`src/rtl/serial_sub_pkg.sv`:
```
// -----------------------------------------------------------------------------
// serial_sub_pkg
// Shared definitions for the bit-serial subtractor.
//   ss_state_t : controller state encoding (SS_IDLE, SS_RUN, SS_DONE).
// -----------------------------------------------------------------------------
package serial_sub_pkg;

    typedef enum logic [1:0] {
        SS_IDLE = 2'd0,
        SS_RUN  = 2'd1,
        SS_DONE = 2'd2
    } ss_state_t;

    // Width of a counter that must hold the values 0..max_val.
    function automatic int cnt_width(input int max_val);
        return (max_val < 2) ? 1 : $clog2(max_val + 1);
    endfunction

endpackage : serial_sub_pkg

```
`src/rtl/full_subtractor.sv`:
```
// -----------------------------------------------------------------------------
// full_subtractor
// One-bit full subtractor built only from two-input NAND gates.
//   a    : minuend bit
//   b    : subtrahend bit
//   bin  : borrow in
//   d    : difference bit, a ^ b ^ bin
//   bout : borrow out, (~a & b) | (~(a ^ b) & bin)
// -----------------------------------------------------------------------------
module full_subtractor (
    input  logic a,
    input  logic b,
    input  logic bin,
    output logic d,
    output logic bout
);

    logic w_n_ab;
    logic w_n_a;
    logic w_n_b;
    logic w_x;      // a ^ b
    logic w_n_xc;
    logic w_n_x;
    logic w_n_c;
    logic w_inv_a;
    logic w_inv_x;
    logic w_t_ab;   // ~(~a & b)
    logic w_t_xc;   // ~(~x & bin)

    // First XOR stage: a ^ b from four NANDs.
    assign w_n_ab  = ~(a & b);
    assign w_n_a   = ~(a & w_n_ab);
    assign w_n_b   = ~(b & w_n_ab);
    assign w_x     = ~(w_n_a & w_n_b);

    // Second XOR stage: (a ^ b) ^ bin.
    assign w_n_xc  = ~(w_x & bin);
    assign w_n_x   = ~(w_x & w_n_xc);
    assign w_n_c   = ~(bin & w_n_xc);
    assign d       = ~(w_n_x & w_n_c);

    // Borrow: NAND of the two inverted product terms gives their OR.
    assign w_inv_a = ~(a & a);
    assign w_inv_x = ~(w_x & w_x);
    assign w_t_ab  = ~(w_inv_a & b);
    assign w_t_xc  = ~(w_inv_x & bin);
    assign bout    = ~(w_t_ab & w_t_xc);

endmodule : full_subtractor

```
`src/rtl/serial_subtractor.sv`:
```
// -----------------------------------------------------------------------------
// serial_subtractor
// Bit-serial, LSB-first two's-complement subtractor: diff = a - b, one bit
// per clock, through a single NAND full-subtractor cell and a borrow flop.
//   clk    : rising-edge clock
//   rst_n  : asynchronous active-low reset
//   start  : request, sampled only while busy = 0 (IDLE or DONE)
//   a, b   : operands, captured when start is accepted
//   busy   : high while bits are being processed
//   done   : one-cycle pulse when diff/borrow(/ovf) have been updated
//   diff   : a - b modulo 2^WIDTH, held until the next completion
//   borrow : 1 iff unsigned a < b
//   ovf    : signed overflow (only when SERIAL_SUB_OVF_EN is defined)
// Configuration macro: SERIAL_SUB_OVF_EN adds the ovf port and the operand
// MSB capture flops; without it those are not built.
// -----------------------------------------------------------------------------
module serial_subtractor
    import serial_sub_pkg::*;
#(
    parameter int WIDTH = 8
) (
    input  logic             clk,
    input  logic             rst_n,
    input  logic             start,
    input  logic [WIDTH-1:0] a,
    input  logic [WIDTH-1:0] b,
    output logic             busy,
    output logic             done,
    output logic [WIDTH-1:0] diff,
    output logic             borrow
`ifdef SERIAL_SUB_OVF_EN
    ,
    output logic             ovf
`endif
);

    localparam int CNT_W = cnt_width(WIDTH);
    localparam logic [CNT_W-1:0] CNT_LAST = CNT_W'(WIDTH - 1);
    localparam logic [CNT_W-1:0] CNT_ONE  = CNT_W'(1);

    ss_state_t          r_state;
    ss_state_t          w_state_nxt;
    logic               w_accept;
    logic               w_last;

    logic [WIDTH-1:0]   r_a_sh;
    logic [WIDTH-1:0]   r_b_sh;
    logic [WIDTH-2:0]   r_res;     // bits produced so far, newest at the top
    logic [WIDTH-1:0]   w_res_nxt;
    logic [CNT_W-1:0]   r_cnt;
    logic               r_bin;
    logic               w_d;
    logic               w_bout;

    logic               r_busy;
    logic               r_done;
    logic [WIDTH-1:0]   r_diff;
    logic               r_borrow;

`ifdef SERIAL_SUB_OVF_EN
    logic               r_a_msb;
    logic               r_b_msb;
    logic               r_ovf;
`endif

    full_subtractor u_fs (
        .a    (r_a_sh[0]),
        .b    (r_b_sh[0]),
        .bin  (r_bin),
        .d    (w_d),
        .bout (w_bout)
    );

    // The new difference bit enters at the top; after the last bit this is the full result.
    assign w_res_nxt = {w_d, r_res};

    // Next-state decode: accept in IDLE/DONE, finish on the last bit in RUN.
    always_comb begin
        w_state_nxt = r_state;
        w_accept    = 1'b0;
        w_last      = 1'b0;
        case (r_state)
            SS_IDLE: begin
                if (start) begin
                    w_state_nxt = SS_RUN;
                    w_accept    = 1'b1;
                end else begin
                    w_state_nxt = SS_IDLE;
                end
            end
            SS_RUN: begin
                if (r_cnt == CNT_LAST) begin
                    w_state_nxt = SS_DONE;
                    w_last      = 1'b1;
                end else begin
                    w_state_nxt = SS_RUN;
                end
            end
            SS_DONE: begin
                if (start) begin
                    w_state_nxt = SS_RUN;
                    w_accept    = 1'b1;
                end else begin
                    w_state_nxt = SS_IDLE;
                end
            end
            default: begin
                w_state_nxt = SS_IDLE;
            end
        endcase
    end

    // State register plus registered busy/done decoded from the next state.
    always_ff @(posedge clk or negedge rst_n) begin
        if (!rst_n) begin
            r_state <= SS_IDLE;
            r_busy  <= 1'b0;
            r_done  <= 1'b0;
        end else begin
            r_state <= w_state_nxt;
            r_busy  <= (w_state_nxt == SS_RUN);
            r_done  <= (w_state_nxt == SS_DONE);
        end
    end

    // Operand shift registers, partial result, bit counter and borrow flop.
    always_ff @(posedge clk or negedge rst_n) begin
        if (!rst_n) begin
            r_a_sh <= '0;
            r_b_sh <= '0;
            r_res  <= '0;
            r_cnt  <= '0;
            r_bin  <= 1'b0;
        end else if (w_accept) begin
            r_a_sh <= a;
            r_b_sh <= b;
            r_res  <= '0;
            r_cnt  <= '0;
            r_bin  <= 1'b0;
        end else if (r_state == SS_RUN) begin
            r_a_sh <= {1'b0, r_a_sh[WIDTH-1:1]};
            r_b_sh <= {1'b0, r_b_sh[WIDTH-1:1]};
            r_res  <= w_res_nxt[WIDTH-1:1];
            r_cnt  <= r_cnt + CNT_ONE;
            r_bin  <= w_bout;
        end else begin
            r_a_sh <= r_a_sh;
            r_b_sh <= r_b_sh;
            r_res  <= r_res;
            r_cnt  <= r_cnt;
            r_bin  <= r_bin;
        end
    end

    // Result registers: updated only on the completion edge.
    always_ff @(posedge clk or negedge rst_n) begin
        if (!rst_n) begin
            r_diff   <= '0;
            r_borrow <= 1'b0;
        end else if (w_last) begin
            r_diff   <= w_res_nxt;
            r_borrow <= w_bout;
        end else begin
            r_diff   <= r_diff;
            r_borrow <= r_borrow;
        end
    end

`ifdef SERIAL_SUB_OVF_EN
    // Operand sign bits are kept because the shift registers lose them.
    always_ff @(posedge clk or negedge rst_n) begin
        if (!rst_n) begin
            r_a_msb <= 1'b0;
            r_b_msb <= 1'b0;
        end else if (w_accept) begin
            r_a_msb <= a[WIDTH-1];
            r_b_msb <= b[WIDTH-1];
        end else begin
            r_a_msb <= r_a_msb;
            r_b_msb <= r_b_msb;
        end
    end

    // Overflow: operand signs differ and the result sign differs from a.
    always_ff @(posedge clk or negedge rst_n) begin
        if (!rst_n) begin
            r_ovf <= 1'b0;
        end else if (w_last) begin
            r_ovf <= (r_a_msb != r_b_msb) && (w_d != r_a_msb);
        end else begin
            r_ovf <= r_ovf;
        end
    end

    assign ovf = r_ovf;
`endif

    assign busy   = r_busy;
    assign done   = r_done;
    assign diff   = r_diff;
    assign borrow = r_borrow;

endmodule : serial_subtractor
```
`config.mk`:
```
export PLATFORM = sky130hd
export DESIGN_NAME = serial_subtractor
export DESIGN_NICKNAME = d
export VERILOG_FILES = /design/src/rtl/serial_sub_pkg.sv /design/src/rtl/full_subtractor.sv /design/src/rtl/serial_subtractor.sv
export SDC_FILE = /design/constraint.sdc
export NUM_CORES = 1
export LEC_CHECK = 0
export ABC_AREA = 0
export ABC_CLOCK_PERIOD_IN_PS = 1600
export BUFFER_PORTS_ARGS = -buffer_cell sky130_fd_sc_hd__buf_2
export CORE_UTILIZATION = 54
export CTS_CLUSTER_DIAMETER = 80
export DETAILED_ROUTE_END_ITERATION = 8
export GPL_ROUTABILITY_DRIVEN = 0
export MAX_ROUTING_LAYER = met4
export PLACE_DENSITY = 0.81
export SYNTH_ARGS = -nofsm -noshare
export SYNTH_HDL_FRONTEND = slang
export SYNTH_SLANG_ARGS = --single-unit
export TNS_END_PERCENT = 10
```
`constraint.sdc`:
```
create_clock -name clk -period 1.6 [get_ports clk]
set_input_delay 0.08 -clock clk [delete_from_list [all_inputs] [get_ports clk]]
set_output_delay 0.08 -clock clk [all_outputs]
set_load 0.01 [all_outputs]
```
Word-level counts from Yosys, hierarchy flattened

Index checks and enable logic that the tools add are counted.

Memories: 0
Word-level logic and storage cells: 59
Memory bits (writable): 0
Register bits: 41
Input bits: 19
Latch bits: 0
ROM bits: 0

Order comparisons: 0
Multiply operators: 0
Shifts and indexed selects: 0
Reduce and logical (&&, ||, !) cells: 3
Multiplexer cells: 17
Bitwise logic cells: 23
Eq/ne operators: 5
$add $sub $neg: 1
Div/mod/pow operators: 0

Operators with widths:

| cell                                                | number |
|---|---|
| 2-to-1 mux 8 bit                                    | 4 |
| 2-to-1 mux 7 bit                                    | 2 |
| inverter 1 bit                                      | 12 |
| AND 1 bit                                           | 11 |
| 2-to-1 mux 4 bit                                    | 2 |
| 2-to-1 mux 1 bit                                    | 7 |
| adder 4 x 1 -> 4 bit, second input constant         | 1 |
| equality test 2 x 1 -> 1 bit, second input constant | 2 |
| equality test 2 bit, second input constant          | 2 |
| equality test 4 x 3 -> 1 bit, second input constant | 1 |
| case mux 2 bit (2 select lines)                     | 1 |
| zero test 2 bit                                     | 1 |
| 2-to-1 mux 2 bit                                    | 1 |
| nonzero test 2 bit                                  | 1 |
| OR reduction 2 bit                                  | 1 |

Logic depth before layout (Yosys ltp)

Gate-level depths: netlist (run 1).

Depth in word-level cells: 14
Mapped depth: 5
Gate-level depth less buffers: 4

Modules after synthesis

A second synthesis (run 1) with hierarchy kept.

Cell total of the unflattened synthesis: 147
Area total of the unflattened synthesis: 1675.4 sq um

Modules (own cells, without submodules):

| module            | seq. area each (sq um) | area an instance (sq um) | instances | cells each |
|---|---|---|---|---|
| serial_subtractor | 1026.0                 | 1647.8                   | 1         | 144 |
| full_subtractor   | 0.0                    | 27.5                     | 1         | 3 |

Worst setup path before layout (run 1)

OpenSTA, ideal clock, no wires.

Path kind: flip-flop to flip-flop
Start: reg r_state[1]
End: reg r_borrow (netlist: borrow)
Stages on the path, launching flop included: 5
Data arrival time: 1339 ps
Path buffers: 1
Slack: 136 ps
Path through: dfrtp_1 -> nand2b_1 -> buf_6 -> nor3_4 -> mux2_2

Word-level cells in the longest chain between the ends: 2

RTL lines:

| what                         | line                     | source |
|---|---|---|
| start, declared              | serial_subtractor.sv:41  | `ss_state_t r_state;` |
| start signal, assigned       | serial_subtractor.sv:120 | `r_state <= w_state_nxt;` |
| equality test 2 x 1 -> 1 bit | serial_subtractor.sv:82  | `case (r_state)` |
| 2-to-1 mux 1 bit             | serial_subtractor.sv:82  |  |
| end signal, assigned         | serial_subtractor.sv:162 | `r_borrow <= w_bout;` |
| end signal, assigned         | serial_subtractor.sv:165 | `r_borrow <= r_borrow;` |
| end, declared                | serial_subtractor.sv:58  | `logic r_borrow;` |

No other way between the ends.
A chain may end at the register's enable or synchronous reset.

Worst setup path after layout (run 1)

Start: reg r_cnt[0]
End: reg r_borrow (netlist: borrow)

Word-level cells in the longest chain between the ends: 3

RTL lines:

| what                         | line                     | source |
|---|---|---|
| start, declared              | serial_subtractor.sv:50  | `logic [CNT_W-1:0] r_cnt;` |
| start signal, assigned       | serial_subtractor.sv:144 | `r_cnt <= r_cnt + CNT_ONE;` |
| start signal, assigned       | serial_subtractor.sv:150 | `r_cnt <= r_cnt;` |
| equality test 4 x 3 -> 1 bit | serial_subtractor.sv:92  | `if (r_cnt == CNT_LAST) begin` |
| 2-to-1 mux 1 bit             | serial_subtractor.sv:92  |  |
| 2-to-1 mux 1 bit             | serial_subtractor.sv:82  |  |

No other way between the ends.

==> results of run 1 <==
## cell type report
cell class	instances	area, um^2	share of cell area
clock buffer	6	41.3	0.0198
clock inverter	2	10.0	0.00480
inverter	2	7.51	0.00360
multi-input combinational	93	592	0.284
sequential	41	1030	0.492
tap	31	38.8	0.0186
timing repair buffer	52	369	0.177
## critical path, stage by stage, from the launching register on
cell,delay [ps]
dfrtp_1,410
ha_1,210
nand2_1,120
nor3_4,140
buf_6,180
mux2_2,350
## registers in the layout, indices dropped and copies added (netlist names)
register and count:
r_cnt 4, busy 1, diff 8, borrow 1, r_res 7, done 1, r_a_sh 8, r_state 2
r_bin 1, r_b_sh 8
## worst paths after layout
| kind | startpoint | end | cells after the start |
|---|---|---|---|
| min reg2reg | r_res[0]$_DFFE_PN0P_ | r_res[0]$_DFFE_PN0P_ | 1 |
| max in group asynchronous | rst_n | diff[1]$_DFFE_PN0P_ | 3 |
| max reg2reg | r_cnt[0]$_DFFE_PN0P_ | borrow$_DFFE_PN0P_ | 5 |
| min in group asynchronous | rst_n | r_cnt[1]$_DFFE_PN0P_ | 2 |
| max | r_cnt[0]$_DFFE_PN0P_ | borrow$_DFFE_PN0P_ | 5 |
| min | a[4] | r_a_sh[4]$_DFFE_PN0P_ | 3 |
## synthesized netlist by cell type
cell / number / area share
and2b_1: 1 / 0.0045
clkbuf_1: 2 / 0.0045
dfrtp_1: 41 / 0.61
a31oi_1: 11 / 0.041
nand2b_1: 2 / 0.0075
ha_1: 1 / 0.0075
mux2_2: 9 / 0.060
o2bb2ai_1: 1 / 0.0052
a221o_1: 1 / 0.0060
a22oi_1: 2 / 0.0090
inv_1: 2 / 0.0045
nor2b_1: 1 / 0.0037
buf_2: 5 / 0.015
nor3_1: 2 / 0.0060
nand4_1: 1 / 0.0037
buf_6: 1 / 0.0067
fa_1: 1 / 0.012
mux2i_1: 3 / 0.018
nor3_4: 1 / 0.0097
o21ai_0: 2 / 0.0060
nand2_1: 29 / 0.065
buf_1: 2 / 0.0045
nand3_1: 3 / 0.0090
nor2_1: 12 / 0.027
a22o_1: 10 / 0.052
## layer usage
| metal | GRT usage | part of all wire | wire, um |
|---|---|---|---|
| met4 | 0.0612 | 0.011 | 37 |
| met5 | - | 0 | 0 |
| met1 | 0.307 | 0.45 | 1540 |
| met3 | 0.0603 | 0.038 | 128 |
| met2 | 0.384 | 0.50 | 1700 |
## report_power, final
part	switching, mW	internal (mW)	total, mW
Combinational	0.849	0.761	1.61
Sequential	0.291	1.51	1.80
Clock	0.318	0.168	0.485
Total	1.46	2.44	3.90
## cell families after synthesis
group           after synthesis  share of synthesized area
flops                        41                      0.612
simple gates                 52                      0.136
compound gates               27                      0.119
fa+ha+maj                     2                     0.0194
mux                          12                     0.0784
buf+inv                      12                     0.0351
## what timing repair did
action | in CTS | in global routing
resized for setup | 0 | 1
hold endpoints to repair | 31 | 1
setup endpoints to repair | 0 | 6
hold buffers | 13 | 1
==> qor.txt, run 1 <==
Crit path required time: 1840 ps
DRT iter0 DRCs: 31
synthesis-stage register bit count: 41
CORE AREA: 2850 um^2
drt pass-1 iters: 6
IO Pins: 30
clock-pin slew on the worst setup and hold paths: 110 ps
P per Cell Area: 1870 nW/um^2
worst slew pin tran: 467 ps
post-CTS setup repair buffer count: 0
commonest non-fill, non-tap cell in the layout: dfrtp_1
syn_nets: 167
Final Power: 3.90 mW
Leak: 1.02 nW
Worst setup SP type: flip-flop
Die Height: 57.7 um
YS warnings: 0
outcome: complete, but fails checks
mean routed wirelength per cell: 15.0 um
Hold Crit Class: in2reg
Setup CP Type: reg2reg
Layout area overhead: 24.3%
post-DP HPWL: 2.27 mm
unrepaired setup endpoints after global routing: no
violations in the final reports: design-rule violations
synthesized netlist cell count: 146
initial antenna violation count: 0
Worst Hold Margin: 2.21 ps
Root Driver: clkbuf_4
Post-Place Worst Slack: 85.8 ps
CP arrival: 1760 ps
GRT Util Overall: 0.238
I/O Buffers: 29
Post-Syn Area: 1680 um^2
TritonCTS buffer count: 5
fin util: 0.731
die width: 57.7 um
Placed Cells: 205
row cnt: 19
most frequent cells in the layout: dfrtp_1 (41), nand2_1 (29), buf_2 (29), dlygate4sd3_1 (14), nor2_1 (12)
Non-Filler Instances: 227
VDD IR-drop max: 0.977 mV
Max-Cap Viols: 0
Max Slew Vio Count: 0
nets: 216
vias in the first global route: 1260
placed inst area: 1890 um^2
Final setup viols: 0
fin crit period: 1520 ps
setup slack, reg-to-reg: 80 ps
antenna cell count: 0
ANT nets after route: 0
sequential share of the synthesized area: 0.612
largest net degree at the start of global routing: 29
Fill cells: 201
fin worst setup slack: 82.8 ps
first-pass GRT wire length: 5.73 mm
fmax: 659 MHz
final WL: 3.40 mm
vias per cell: 5.62
Setup Skew: 8.26 ps
die area: 3330 um^2
H-tree depth: 2
post-route cell area: 2080 um^2
relative slew slack: 0.689
Avg Cell Area, Syn: 11.5 um^2
CTS tree: built
GRT Residual Overflow: 0
DRC: 1
CTS sink cnt: 41
Starting Density: 0.588
maximum fanout along the worst path: 10
later-pin clock latency in the skew report: 340 ps
vias: 1276
crit end category: flip-flop
Max clock buf depth: 2
Distinct cells, synth: 25
setup total negative slack: 0 ps
fin crit share: 0.948
Fin. Hold Viols: 0
layout cells sized above 1: 0.281
Power figures use the tool's default switching activity.
==> run 2, diff against run 1 <==
--- a/config.mk
+++ b/config.mk
@@ -14,6 +14,7 @@
 export GPL_ROUTABILITY_DRIVEN = 0
 export MAX_ROUTING_LAYER = met4
 export PLACE_DENSITY = 0.81
+export REMOVE_ABC_BUFFERS = 1
 export SYNTH_ARGS = -nofsm -noshare
 export SYNTH_HDL_FRONTEND = slang
 export SYNTH_SLANG_ARGS = --single-unit
==> run 2 against run 1 <==
The run still ends with design-rule violations left. Power grew 4.7%. First-iteration DRC count rose by 100%. Sequential share of layout area fell by 1.0 points. Die area is the same. Setup slack improved by 20 ps. Routed wire length fell by 2.4%. Highest routed layer unchanged.
==> qor.txt, run 2 (same netlist as run 1, synthesis figures left out) <==
post-DP HPWL: 2.23 mm
setup total negative slack: 0 ps
vias per cell: 5.68
CORE AREA: 2850 um^2
CP arrival: 1730 ps
final WL: 3.32 mm
Root Driver: clkbuf_4
commonest non-fill, non-tap cell in the layout: dfrtp_1
CTS tree: built
fmax: 668 MHz
die width: 57.7 um
maximum fanout along the worst path: 10
Worst setup SP type: flip-flop
CTS sink cnt: 41
nets: 217
P per Cell Area: 1920 nW/um^2
Setup Skew: 22.5 ps
Max Slew Vio Count: 0
largest net degree at the start of global routing: 23
row cnt: 19
mean routed wirelength per cell: 14.6 um
later-pin clock latency in the skew report: 350 ps
relative slew slack: 0.699
Post-Place Worst Slack: 105 ps
GRT Util Overall: 0.230
fin crit period: 1500 ps
Die Height: 57.7 um
fin crit share: 0.936
Starting Density: 0.588
IO Pins: 30
layout cells sized above 1: 0.279
unrepaired setup endpoints after global routing: no
outcome: complete, but fails checks
initial antenna violation count: 0
footprint of the multi-input gates: 592 um^2
GRT Residual Overflow: 0
Leak: 1.04 nW
violations in the final reports: design-rule violations
post-CTS setup repair buffer count: 0
DRC: 3
VDD IR-drop max: 1.12 mV
die area: 3330 um^2
drt pass-1 iters: 7
worst slew pin tran: 452 ps
Non-Filler Instances: 228
H-tree depth: 2
Max-Cap Viols: 0
vias in the first global route: 1271
most frequent cells in the layout: dfrtp_1 (41), nand2_1 (29), buf_2 (29), dlygate4sd3_1 (15), nor2_1 (12)
first-pass GRT wire length: 5.56 mm
crit end category: flip-flop
Crit path required time: 1830 ps
vias: 1295
Placed Cells: 205
antenna cell count: 0
ANT nets after route: 0
clock-pin slew on the worst setup and hold paths: 130 ps
TritonCTS buffer count: 5
I/O Buffers: 29
fin worst setup slack: 103 ps
Reg area: 1030 um^2
Fill cells: 185
Setup CP Type: reg2reg
Fin. Hold Viols: 0
Final setup viols: 0
Hold Crit Class: in2reg
Layout area overhead: 26.9%
DRT iter0 DRCs: 63
Max clock buf depth: 2
run 2: path summary, 6_finish.rpt:
path / slack, ps / to / start / depth (start not counted)
max reg2reg: 100 / diff[6]$_DFFE_PN0P_ / r_cnt[1]$_DFFE_PN0P_ / 5
max in group asynchronous: 920 / r_bin$_DFFE_PN0P_ / rst_n / 3
min in group asynchronous: 200 / r_res[5]$_DFFE_PN0P_ / rst_n / 2
max: 100 / diff[6]$_DFFE_PN0P_ / r_cnt[1]$_DFFE_PN0P_ / 5
min reg2reg: 510 / diff[4]$_DFFE_PN0P_ / diff[4]$_DFFE_PN0P_ / 1
min: 40 / r_b_sh[4]$_DFFE_PN0P_ / b[4] / 3
run 2: power breakdown:
group | leakage, nW | total [mW] | switching [mW] | internal (mW)
Combinational | 0.480 | 1.57 | 0.819 | 0.752
Sequential | 0.511 | 1.80 | 0.295 | 1.51
Clock | 0.0455 | 0.704 | 0.331 | 0.374
run 2: worst max-delay path, stage by stage, from the launching register on:
cell and delay [ps]:
dfrtp_1 400, ha_1 200, nand2_1 120, nor3_4 140, buf_6 170, mux2_2 340
run 2: area by class of cell:
class,instances,share of cell area
multi-input combinational,93,0.278
clock inverter,1,0.0141
clock buffer,7,0.0259
timing repair buffer,53,0.178
inverter,2,0.00353
tap,31,0.0182
sequential,41,0.482
run 2: metrics by stage:
stage | utilization | total power [mW] | hold WS [ps] | instance area [um^2]
after global placement | 0.662 | 3.26 | 46.8 | 1890
final | 0.746 | 4.08 | 41.3 | 2130
after detailed placement | 0.662 | 3.36 | 53.9 | 1890
after CTS | 0.745 | 4.09 | 33.8 | 2120
after global routing | 0.746 | 4.36 | 30.8 | 2130
after floorplan | - | 2.77 | -216 | 1630
run 2: repair_timing:
action | in CTS | in global routing
hold buffers | 15 | 0
setup endpoints to repair | 0 | 5
endpoints found under the hold margin | 33 | 0
gates resized for setup | 0 | 1
run 2: routing by layer:
| metal | vias up | part of all wire | GRT usage |
|---|---|---|---|
| met5 | - | 0 | - |
| met4 | 0 | 0.015 | 0.0986 |
| met3 | 9 | 0.036 | 0.0469 |
| met2 | 34 | 0.49 | 0.354 |
| met1 | 647 | 0.46 | 0.302 |
| li1 | 605 | - | - |
==> run 3, diff against run 2 <==
--- a/config.mk
+++ b/config.mk
@@ -8,6 +8,7 @@
 export ABC_AREA = 0
 export ABC_CLOCK_PERIOD_IN_PS = 1600
 export BUFFER_PORTS_ARGS = -buffer_cell sky130_fd_sc_hd__buf_2
+export CORE_ASPECT_RATIO = 1.25
 export CORE_UTILIZATION = 54
 export CTS_CLUSTER_DIAMETER = 80
 export DETAILED_ROUTE_END_ITERATION = 8
==> run 3 against run 2 <==
The run now ends clean. Cell count rose by 2.2%. Global-route usage rose by 1.3 points. Clock power fell by 2%. Clock skew fell by 6.8 ps. Register-to-register slack improved by 40 ps. Combinational power rose by 3%. Via count fell by 2.2%. Power rose by 0.43%. Setup slack improved by 45 ps. Sequential cell count did not move. Non-clock buffer count did not move. Critical path type unchanged. Critical endpoint is now diff[0]$_DFFE_PN0P_. Highest routed layer unchanged.
==> qor.txt, run 3 (same netlist as run 1, synthesis figures left out) <==
CP arrival: 1690 ps
H-tree depth: 2
fin crit share: 0.908
Die Height: 64.3 um
vias per cell: 5.43
post-DP HPWL: 2.14 mm
final WL: 3.41 mm
post-route cell area: 2130 um^2
drt pass-1 iters: 4
relative slew slack: 0.626
GRT Util Overall: 0.243
unrepaired setup endpoints after global routing: no
DRC: 0
I/O Buffers: 29
maximum fanout along the worst path: 10
Fill cells: 223
power share of the clock group: 0.169
fin util: 0.725
largest net degree at the start of global routing: 27
worst-case reg-to-reg path depth: 5
Layout area overhead: 27.3%
Setup CP Type: reg2reg
Leak: 1.04 nW
Max Slew Vio Count: 0
Hold Path Stages: 3
outcome: completed
crit end category: flip-flop
die width: 51.8 um
IO Pins: 30
worst slew pin tran: 560 ps
later-pin clock latency in the skew report: 350 ps
TritonCTS buffer count: 5
antenna cell count: 0
Crit-path slowest cell: dfrtp_1
NetSw: 1.44 mW
fin crit period: 1450 ps
combinational group share of total power: 0.393
clock-pin slew on the worst setup and hold paths: 120 ps
CORE AREA: 2950 um^2
fmax: 688 MHz
Seq pwr share: 0.438
Root Driver: clkbuf_4
Starting Density: 0.569
Final setup viols: 0
most frequent cells in the layout: dfrtp_1 (41), nand2_1 (29), buf_2 (29), dlygate4sd3_1 (15), nor2_1 (12)
Hold Crit Class: in2reg
VDD IR-drop max: 1.43 mV
Max-Cap Viols: 0
layout cells sized above 1: 0.279
Worst setup SP type: flip-flop
ANT nets after route: 0
CTS tree: built
switch share: 0.351
GRT Residual Overflow: 0
CTS sink cnt: 41
mean routed wirelength per cell: 14.6 um
initial antenna violation count: 0
crit-path cells: ha_1, nand2_1, nor3_4, buf_6, mux2_2
setup total negative slack: 0 ps
first-pass GRT wire length: 5.58 mm
vias in the first global route: 1269
die area: 3330 um^2
Fin. Hold Viols: 0
vias: 1266
DRT iter0 DRCs: 29
largest stage delay on the critical path: 390 ps
nets: 217
placed inst area: 1890 um^2
Pint: 2.66 mW
Setup Skew: 15.7 ps
row cnt: 22
Crit path required time: 1840 ps
P per Cell Area: 1920 nW/um^2
commonest non-fill, non-tap cell in the layout: dfrtp_1
Max clock buf depth: 2
==> run 3: cell counts in the layout (fill, tap and decap cells not counted) <==
No cell type changed its count.
==> run 3: power by group through the flow <==
stage          clock [mW]  combinational [mW]  sequential [mW]
5_1_grt             0.757                1.80             1.85
4_1_cts             0.713                1.60             1.80
3_3_place_gp            0                1.48             1.79
6_report            0.692                1.61             1.79
2_1_floorplan           0               0.957             1.81
3_5_place_dp            0                1.56             1.81
==> run 3: cell type report <==
cell class	count	area, um^2	share of cell area
flip-flops and latches	41	1030	0.481
multi-input cells	93	592	0.277
repair buffers	53	379	0.178
clock buffers	7	55.1	0.0258
well taps	36	45.0	0.0211
clock inverters	1	30.0	0.0141
inverters	2	7.51	0.00352
==> run 3: routing by layer <==
layer	global-route usage	part of all wire	vias to the layer above
li1	-	-	606
met1	0.269	0.42	618
met2	0.415	0.51	36
met3	0.0643	0.051	6
met4	0.0811	0.014	0
met5	-	0	-
==> run 3: timing repair <==
action                                  in CTS  in global routing
endpoints found under the setup margin       0                  8
gates resized for setup                      0                  1
hold endpoints to repair                    38                  0
hold buffers                                15                  0
setup buffers                                0                  1
==> run 3: critical path: cells and delay by family (launching register included) <==
| family | cells | cell delay [ps] |
|---|---|---|
| AND/OR/NAND/NOR | 2 | 250 |
| buffers and inverters | 1 | 170 |
| adder cells (fa/ha/maj) | 1 | 200 |
| multiplexers | 1 | 350 |
| flip-flops | 1 | 390 |
==> run 3: path summary, 6_finish.rpt <==
path / slack [ps] / from / to
max: 150 / r_cnt[1]$_DFFE_PN0P_ / diff[0]$_DFFE_PN0P_
min: 20 / a[1] / r_a_sh[1]$_DFFE_PN0P_
max reg2reg: 150 / r_cnt[1]$_DFFE_PN0P_ / diff[0]$_DFFE_PN0P_
min reg2reg: 510 / r_b_sh[6]$_DFFE_PN0P_ / r_b_sh[6]$_DFFE_PN0P_
max in group asynchronous: 810 / rst_n / r_res[0]$_DFFE_PN0P_
min in group asynchronous: 250 / rst_n / r_b_sh[1]$_DFFE_PN0P_
==> run 3: metrics by stage <==
stage	setup slack (ps)	total power, mW	hold WS (ps)	cells
finish	148	4.10	16.6	233
global route	18.7	4.40	25.4	233
CTS	76.6	4.11	3.73	232
floorplan	-69.9	2.77	-216	136
detailed placement	105	3.37	105	209
global placement	183	3.27	91.2	209
